==> src/rtl/cc_display.sv <==
// Six-digit multiplexed 7-segment driver for the clock core: glitch-filtered
// digit capture, digit scanning, leading-zero blanking, alarm blink and a sticky error flag.
module cc_display #(
   parameter int SCAN_DIV  = 1000,
   parameter int BLINK_DIV = 250000
) (
   input  logic       clk,
   input  logic       reset,
   input  logic       H1,
   input  logic [3:0] H2,
   input  logic [2:0] M1,
   input  logic [3:0] M2,
   input  logic [2:0] S1,
   input  logic [3:0] S2,
   input  logic       led_alarm,
   output logic [6:0] seg,
   output logic [5:0] an,
   output logic       dp,
   output logic       err
);

   localparam int SCAN_W  = (SCAN_DIV  > 2) ? $clog2(SCAN_DIV)  : 1;
   localparam int BLINK_W = (BLINK_DIV > 2) ? $clog2(BLINK_DIV) : 1;
   localparam logic [SCAN_W-1:0]  SCAN_LAST  = SCAN_W'(SCAN_DIV - 1);
   localparam logic [BLINK_W-1:0] BLINK_LAST = BLINK_W'(BLINK_DIV - 1);

   function automatic logic [6:0] seg_decode(input logic [3:0] v);
      logic [6:0] s;
      case (v)
         4'd0:    s = 7'h7E;
         4'd1:    s = 7'h30;
         4'd2:    s = 7'h6D;
         4'd3:    s = 7'h79;
         4'd4:    s = 7'h33;
         4'd5:    s = 7'h5B;
         4'd6:    s = 7'h5F;
         4'd7:    s = 7'h70;
         4'd8:    s = 7'h7F;
         4'd9:    s = 7'h7B;
         default: s = 7'h01;
      endcase
      return s;
   endfunction

   logic [18:0]        din;
   logic [18:0]        sample;
   logic [18:0]        shadow;
   logic [SCAN_W-1:0]  scan_cnt;
   logic [2:0]         idx;
   logic [BLINK_W-1:0] blink_cnt;
   logic               phase;

   logic               sh_h1;
   logic [3:0]         sh_h2;
   logic [2:0]         sh_m1;
   logic [3:0]         sh_m2;
   logic [2:0]         sh_s1;
   logic [3:0]         sh_s2;

   logic [3:0]         digit;
   logic               digit_bad;
   logic               lz_blank;
   logic               any_bad;
   logic               scan_wrap;
   logic [6:0]         seg_next;
   logic [5:0]         an_next;
   logic               dp_next;

   assign din = {H1, H2, M1, M2, S1, S2};
   assign {sh_h1, sh_h2, sh_m1, sh_m2, sh_s1, sh_s2} = shadow;

   // The shadow only follows inputs that held the same value across two edges,
   // so a digit caught mid-update by the clock core never reaches the display.
   always_ff @(posedge clk or posedge reset) begin
      if (reset) begin
         sample <= '0;
         shadow <= '0;
      end else begin
         sample <= din;
         if (din == sample)
            shadow <= din;
      end
   end

   assign scan_wrap = (scan_cnt == SCAN_LAST);

   always_ff @(posedge clk or posedge reset) begin
      if (reset) begin
         scan_cnt <= '0;
         idx      <= 3'd0;
      end else if (scan_wrap) begin
         scan_cnt <= '0;
         idx      <= (idx == 3'd5) ? 3'd0 : idx + 3'd1;
      end else begin
         scan_cnt <= scan_cnt + 1'b1;
      end
   end

   // Blink timing runs only while the alarm is active; dropping the alarm
   // restarts it from a visible phase.
   always_ff @(posedge clk or posedge reset) begin
      if (reset) begin
         blink_cnt <= '0;
         phase     <= 1'b0;
      end else if (!led_alarm) begin
         blink_cnt <= '0;
         phase     <= 1'b0;
      end else if (blink_cnt == BLINK_LAST) begin
         blink_cnt <= '0;
         phase     <= ~phase;
      end else begin
         blink_cnt <= blink_cnt + 1'b1;
      end
   end

   always_comb begin
      digit     = 4'd0;
      digit_bad = 1'b0;
      lz_blank  = 1'b0;
      case (idx)
         3'd0: begin
            digit     = sh_s2;
            digit_bad = (sh_s2 > 4'd9);
         end
         3'd1: begin
            digit     = {1'b0, sh_s1};
            digit_bad = (sh_s1 > 3'd5);
         end
         3'd2: begin
            digit     = sh_m2;
            digit_bad = (sh_m2 > 4'd9);
         end
         3'd3: begin
            digit     = {1'b0, sh_m1};
            digit_bad = (sh_m1 > 3'd5);
         end
         3'd4: begin
            digit     = sh_h2;
            digit_bad = (sh_h2 > 4'd9);
         end
         3'd5: begin
            digit    = {3'b000, sh_h1};
            lz_blank = ~sh_h1;
         end
         default: ;
      endcase

      seg_next = digit_bad ? 7'h01 : seg_decode(digit);
      if (lz_blank)
         seg_next = 7'h00;
      an_next = ~(6'b000001 << idx);
      dp_next = (idx == 3'd2) || (idx == 3'd4);
   end

   assign any_bad = (sh_s2 > 4'd9) || (sh_s1 > 3'd5) || (sh_m2 > 4'd9) ||
                    (sh_m1 > 3'd5) || (sh_h2 > 4'd9);

   always_ff @(posedge clk or posedge reset) begin
      if (reset) begin
         seg <= 7'h00;
         an  <= 6'h3F;
         dp  <= 1'b0;
         err <= 1'b0;
      end else begin
         if (phase) begin
            seg <= 7'h00;
            an  <= 6'h3F;
            dp  <= 1'b0;
         end else begin
            seg <= seg_next;
            an  <= an_next;
            dp  <= dp_next;
         end
         err <= err | any_bad;
      end
   end

endmodule

==> config.mk <==
export PLATFORM = sky130hd
export DESIGN_NAME = cc_display
export DESIGN_NICKNAME = d
export VERILOG_FILES = /design/src/rtl/cc_display.sv
export SDC_FILE = /design/constraint.sdc
export NUM_CORES = 1
export LEC_CHECK = 0
export ABC_AREA = 0
export CORE_MARGIN = 4
export CORE_UTILIZATION = 55
export DETAILED_ROUTE_END_ITERATION = 8
export GPL_TIMING_DRIVEN = 0
export PLACE_DENSITY_LB_ADDON = 0.25
export SYNTH_ARGS = -nofsm -noshare
export SYNTH_HDL_FRONTEND = slang
export SYNTH_SLANG_ARGS = --single-unit
==> constraint.sdc <==
create_clock -name clk -period 3.6 [get_ports clk]
set_clock_uncertainty 0.05 [all_clocks]
set_input_delay 0.72 -clock clk [delete_from_list [all_inputs] [get_ports clk]]
set_output_delay 0.72 -clock clk [all_outputs]
set_load 0.01 [all_outputs]
Yosys cells after proc, flatten, opt, wreduce, memory -nomap -nowiden. Memory sizes are Yosys's and may differ from the RTL's. Index checks and enable logic that the tools add are counted.

Memory bits (read-only): 112. Output and inout bits: 15. Word-level logic and storage cells: 53. Register bits: 85. Memories: 1. Input port bits: 22.

Reductions and logical operators: 6. Bitwise logic cells: 4. Add/subtract/negate cells: 3. Shift-type cells: 1. Equal/unequal tests: 9. Mux-type cells: 14. Order comparisons: 5.

Memories: (no name shown) (words 16, width 7, read ports 1, clocked after memory_dff 0, write ports 0, RTL line 29) `case (v)`.

Operators by type and width (count): $mux W18 (2); $pmux W4 S6 (1); $mux W7 (3); $eq A19 B19 Y1 (1); $add A18 B1 Y18 const B (1); $eq A18 B18 Y1 const B (1); $gt A4 B4 Y1 const B (3); $add A10 B1 Y10 const B (1); $eq A10 B10 Y1 const B (1); $mux W10 (1); $eq A3 B2 Y1 const B (2); $eq A3 B3 Y1 const B (2); $gt A3 B3 Y1 const B (2); $mux W6 (1); $not A6 Y6 (1); $shl A1 B3 Y6 const A (1); $logic_or A1 B1 Y1 (5); $pmux W1 S5 (1); $mux W1 (4); $add A3 B1 Y3 const B (1); $eq A3 B1 Y1 const B (1); $logic_not A3 Y1 (1); $mux W3 (1); $ne A2 B1 Y1 const B (1); other kinds (2) (3).

Logic depth before layout (Yosys ltp).
Depth after elaboration: 6. Mapped depth: 12. Depth with buffers taken out: 10.

Least setup slack after synthesis. Ideal clock, no wire load.

Path type: flip-flop to flip-flop. From: register idx[0]. To: register seg[3]. Data required time: 3467 ps. Arrival time: 2319 ps. Stages on the path, launching flop included: 12. Clock period less this slack: 2451 ps. Path buffers: 2. Path slack: 1149 ps. Setup time: 83 ps. Cells stage by stage: dfrtp_1 > buf_4 > buf_2 > and2_1 > ha_1 > nand2_1 > o221ai_1 > o211ai_1 > inv_1 > ha_1 > mux2_2 > o21ai_0.

Word-level cells in the longest chain between the ends: 6. Elaborated cells on any way between the ends: 13. Classes of those cells: 5 x eq/ne; 6 x mux; 1 x reduce/logical; 1 x memory.

Ends and longest elaborated chain: from (decl) (RTL line 49) `logic [2:0] idx;`; from (signal assigned) (RTL line 93) `idx <= (idx == 3'd5) ? 3'd0 : idx + 3'd1;`; $eq A3 B3 Y1 (tied with other cells) (RTL line 120) `case (idx)`; $pmux W4 S6 (RTL line 120); $mem_v2 Z16 W7; $mux W7 (RTL line 148) `seg_next = digit_bad ? 7'h01 : seg_decode(digit);`; $mux W7 * (RTL line 149) `if (lz_blank)`; $mux W7 * (RTL line 165) `if (phase) begin`; to (signal assigned) (RTL line 170) `seg <= seg_next;`; to (decl) (RTL line 16) `output logic [6:0] seg,`.

Mark *: on every way between the ends. The rest lies on a longest branch, timed or not. A chain may end at the register's enable or synchronous reset.

Final worst setup path.
From: register idx[2]. To: register seg[3].

The elaborated chain is that of the path after synthesis.

==> impl_summary.txt <==
----------------------------------------------------
[Run status]
  Status ... finished, final reports clean

[Flow run]
  Number of max-capacitance violations reported ... 0

[Placement]
  Area of placed instances ... ~4400 µm²
  Count of port buffers added during placement ... 36
  Gp weighted congestion ... about 0.9
  Detailed-placement wirelength estimate ... around 5200 µm

[Power and ir drop]
  Internal power summed over all cells ... between 1 and 1.5 mW
  Clock network fraction of total power ... 0.360
  Switching power as a share of total power ... 0.2398
  Peak ir drop on the vdd network ... between 200 and 250 µV
  Seq pwr share ... 0.588
  P_sw ... between 300 and 400 µW
  Static leakage power ... slightly above 2 nW
  Power, Total ... 1.659 mW
  Power per Cell Area ... 359.3 nW/µm²
  Combinational group share of total power ... 0.052

[Drt]
  Iteration count of the initial detailed-routing pass ... 4
  Drt drc ... 0
  Number of antenna-violating nets in the routed design ... 0
  Detail-routed via count per cell ... approximately 5.3
  Via Count ... 2588
  Routed WL ... ~7100 µm
  First DRT Iteration DRCs ... around 120
  WL per Instance ... approximately 15 µm

[Final layout]
  Number of filler cells placed in the layout ... 523
  Number of nets in the layout ... about 420
  Non-Filler Cell Area, Final ... about 4600 µm²
  # diodes ... 0
  Area delta synth->final ... 17.40%
  Core Util, Final ... 0.6721
  Layout cell share with drive strength beyond 1 ... 0.1586

[Synthesis]
  Cell Area, Synth ... 3933 µm²
  Flip-flop and latch count after synthesis ... between 80 and 90
  Mean cell area of the mapped netlist ... 11.63 µm²
  Distinct cell type count after synthesis ... 50
  Simple-Gate Fraction of Synth Area ... 0.1572
  Asr flop ratio synth ... 1.000
  Flip-flop cell with the highest count after synthesis ... dfrtp_1
  Dominant combinational cell family by area after synthesis ... simple AND/OR/NAND/NOR gates
  Synthesized-area fraction occupied by xor and xnor cells ... 0.09800
  EDFF count, synth ... 0
  Multiplexer area fraction after synthesis ... 0.08527
  Compound-Gate Fraction of Synth Area ... 0.05727
  Cell count after synthesis ... 338
  Arithmetic-cell share of the synthesized area counting full adders, half adders and majority gates ... 0.03182
  Net count of the mapped netlist ... 370
  Sequential share of the synthesized area ... 0.5428
  Number of warnings reported in the yosys synthesis log ... 0

[Timing]
  Setup repair after global routing missed its margin ... no
  Time the worst path needs with I/O delays and setup ... approximately 2.9 ns
  Worst-case headroom to the max-slew limit ... 0.5211
  Portion of the clock cycle consumed by the worst path in the final layout ... 0.8074
  Slew Viols, Final ... 0
  Smallest hold slack ... between 0.4 and 0.5 ns
  Fmax ... ~340 MHz
  Endpoints failing setup ... 0
  Transition at the pin with the smallest max-transition slack ... 0.7118 ns
  Final-report hold violation count ... 0

[Clock tree]
  Root Buffer Master ... clkbuf_8
  Post-cts gate resize count ... 0
  Clock tree from TritonCTS ... done
  Post-CTS Setup Bufs ... 0
  Number of sinks on the clock net ... between 80 and 90
  Max Root-Sink Buffers ... 2
  H-Tree Depth ... 3
  Clock-pin slew reported for the worst setup and hold paths after clock tree synthesis ... about 0.09 ns
  Number of buffers inserted for hold repair after clock tree synthesis ... 0
  Clock latency on the worst-skew pair ... around 0.35 ns
  TritonCTS buffer count ... 9

[Min path]
  Class of the most critical hold timing path ... register to register
  Hold Crit Start ... scan_cnt[0]

[Floorplan]
  Die height ... approximately 93 µm
  Die Area ... 8566 µm²
  Die X ... between 90 and 100 µm
  Placement row count ... 30
  Starting density of the core ... 0.5725
  Boundary Pins ... 37
  Core Footprint ... a little under 7000 µm²

[Critical path]
  CP max stage cell ... o211ai_1
  Worst-path maximum fanout ... 10
  Delay of the slowest critical-path stage ... roughly 0.48 ns
  RR Startpoint ... idx[2]
  Crit end category ... register
  Endpoint arrival time on the critical path ... between 3 and 4 ns
  Source of the critical timing path ... idx[2]
  Series of cell instances along the critical path ... clkbuf_1, inv_1, ha_1, nand2_1, o221ai_1, o211ai_1, inv_1, ha_1, mux2_2, o21ai_0
  CP Class ... register to register
  Critical path launch point type ... register
  CP Data Required Time ... roughly 3.8 ns

[GRT]
  Total gr overflow ... 0
  Via count of the first global-routing pass ... between 2000 and 3000
  Antenna violations before repair ... 0
  Overall global routing resource usage ... 0.1831
  Wire length of the first global-routing pass ... between 10000 and 15000 µm
  Pin count of the biggest net entering global routing ... slightly below 60

----------------------------------------------------
## per-stage QoR
step / cells / worst slack [ns] / TNS, ns
floorplan: 338 / 0.6464 / 0
global placement: 470 / -0.5549 / -43.42
detailed placement: 471 / 0.6175 / 0
CTS: 487 / 0.6994 / 0
global route: 487 / 0.4931 / 0
finish: 487 / 0.6935 / 0
## power groups by stage
| stage | clock network, mW | logic, mW | registers [mW] |
|---|---|---|---|
| 2_1_floorplan | 0 | 0.0433 | 0.993 |
| 3_3_place_gp | 0 | 0.0818 | 0.994 |
| 3_5_place_dp | 0 | 0.0884 | 0.994 |
| 4_1_cts | 0.616 | 0.0886 | 0.975 |
| 5_1_grt | 0.666 | 0.0959 | 0.977 |
| 6_report | 0.598 | 0.0858 | 0.975 |
## Yosys cell counts, types with 6 or more instances
master	count	share of area
a21oi_1	7	0.0089
dfrtp_1	79	0.50
dfstp_2	6	0.040
ha_1	10	0.032
inv_1	15	0.014
mux2_2	12	0.034
mux2_4	10	0.038
nand2_1	16	0.015
nand3_1	16	0.020
nand4_1	9	0.014
nor2_1	34	0.032
o21ai_0	8	0.010
xnor2_1	30	0.067
xor2_1	14	0.031
## cell type report
cell class	count	area, µm²	area share
Sequential cell	85	2135	0.4623
Multi-Input combinational cell	229	1689	0.3659
Timing Repair Buffer	37	387.9	0.08401
Clock buffer	9	123.9	0.02683
Tap cell	96	120.1	0.02602
Inverter	15	58.81	0.01274
Buffer	9	52.55	0.01138
Clock inverter	7	50.05	0.01084
## flip-flops by register name, summed over array words and instances (netlist names)
name       cells
sample        19
shadow        19
blink_cnt     18
scan_cnt      10
seg            7
an             6
idx            3
dp             1
err            1
phase          1
## per-layer routing
layer / up-vias / track usage / wire (µm)
li1: 1260 / - / -
met1: 1265 / 0.2394 / 3348
met2: 52 / 0.2918 / 3341
met3: 11 / 0.04630 / 293
met4: 0 / 0.07426 / 108
met5: - / 0 / 0
## cell families (layout without fill, tap and decap cells)
family,after synthesis,count (layout)
muxes,27,27
buffers and inverters,24,77
adders and majority gates,10,10
xor gates and xnor gates,44,44
DFF,85,85
AOI/OAI and AO/OA,33,33
and+or+nand+nor,115,115
## worst max-delay path, delay by kind of cell (launching register included)
| family | cells | cell delay, ns |
|---|---|---|
| muxes | 1 | 0.25 |
| adders and majority gates | 2 | 0.51 |
| AOI/OAI and AO/OA | 3 | 0.78 |
| buffers and inverters | 3 | 0.66 |
| DFF | 1 | 0.46 |
| and+or+nand+nor | 1 | 0.10 |
## cells in the final DEF (no fill, tap or decap), types with 2 or more instances in the layout
master,netlist,layout
dfrtp_1,79,79
clkdlybuf4s50_1,0,36
nor2_1,34,34
xnor2_1,30,30
nand2_1,16,16
nand3_1,16,16
inv_1,15,14
xor2_1,14,14
mux2_2,12,12
mux2_4,10,10
ha_1,10,10
nand4_1,9,9
clkbuf_8,0,9
o21ai_0,8,8
a21oi_1,7,7
dfstp_2,6,6
nand2b_1,5,5
mux2i_1,5,5
or2_2,5,5
nand3b_1,5,5
nor4_1,5,5
and2_1,4,4
buf_2,3,3
clkbuf_1,3,3
nor2b_1,3,3
nor3_1,3,3
clkinvlp_4,0,3
buf_4,2,2
o221ai_1,2,2
nor3b_1,2,2
o31a_1,2,2
nand4b_1,2,2
clkinv_2,0,2
## final timing paths
check                                    to  slack (ns)  cells after the start
worst max-delay path                 seg[3]        0.69                     10
worst min-delay path            scan_cnt[0]        0.43                      1
worst max register to register       seg[3]        0.69                     10
worst min register to register  scan_cnt[0]        0.43                      1
max in group asynchronous         sample[7]        2.28                      3
min in group asynchronous       scan_cnt[0]        0.65                      2
No activity file was read; power rests on OpenSTA's default activity.
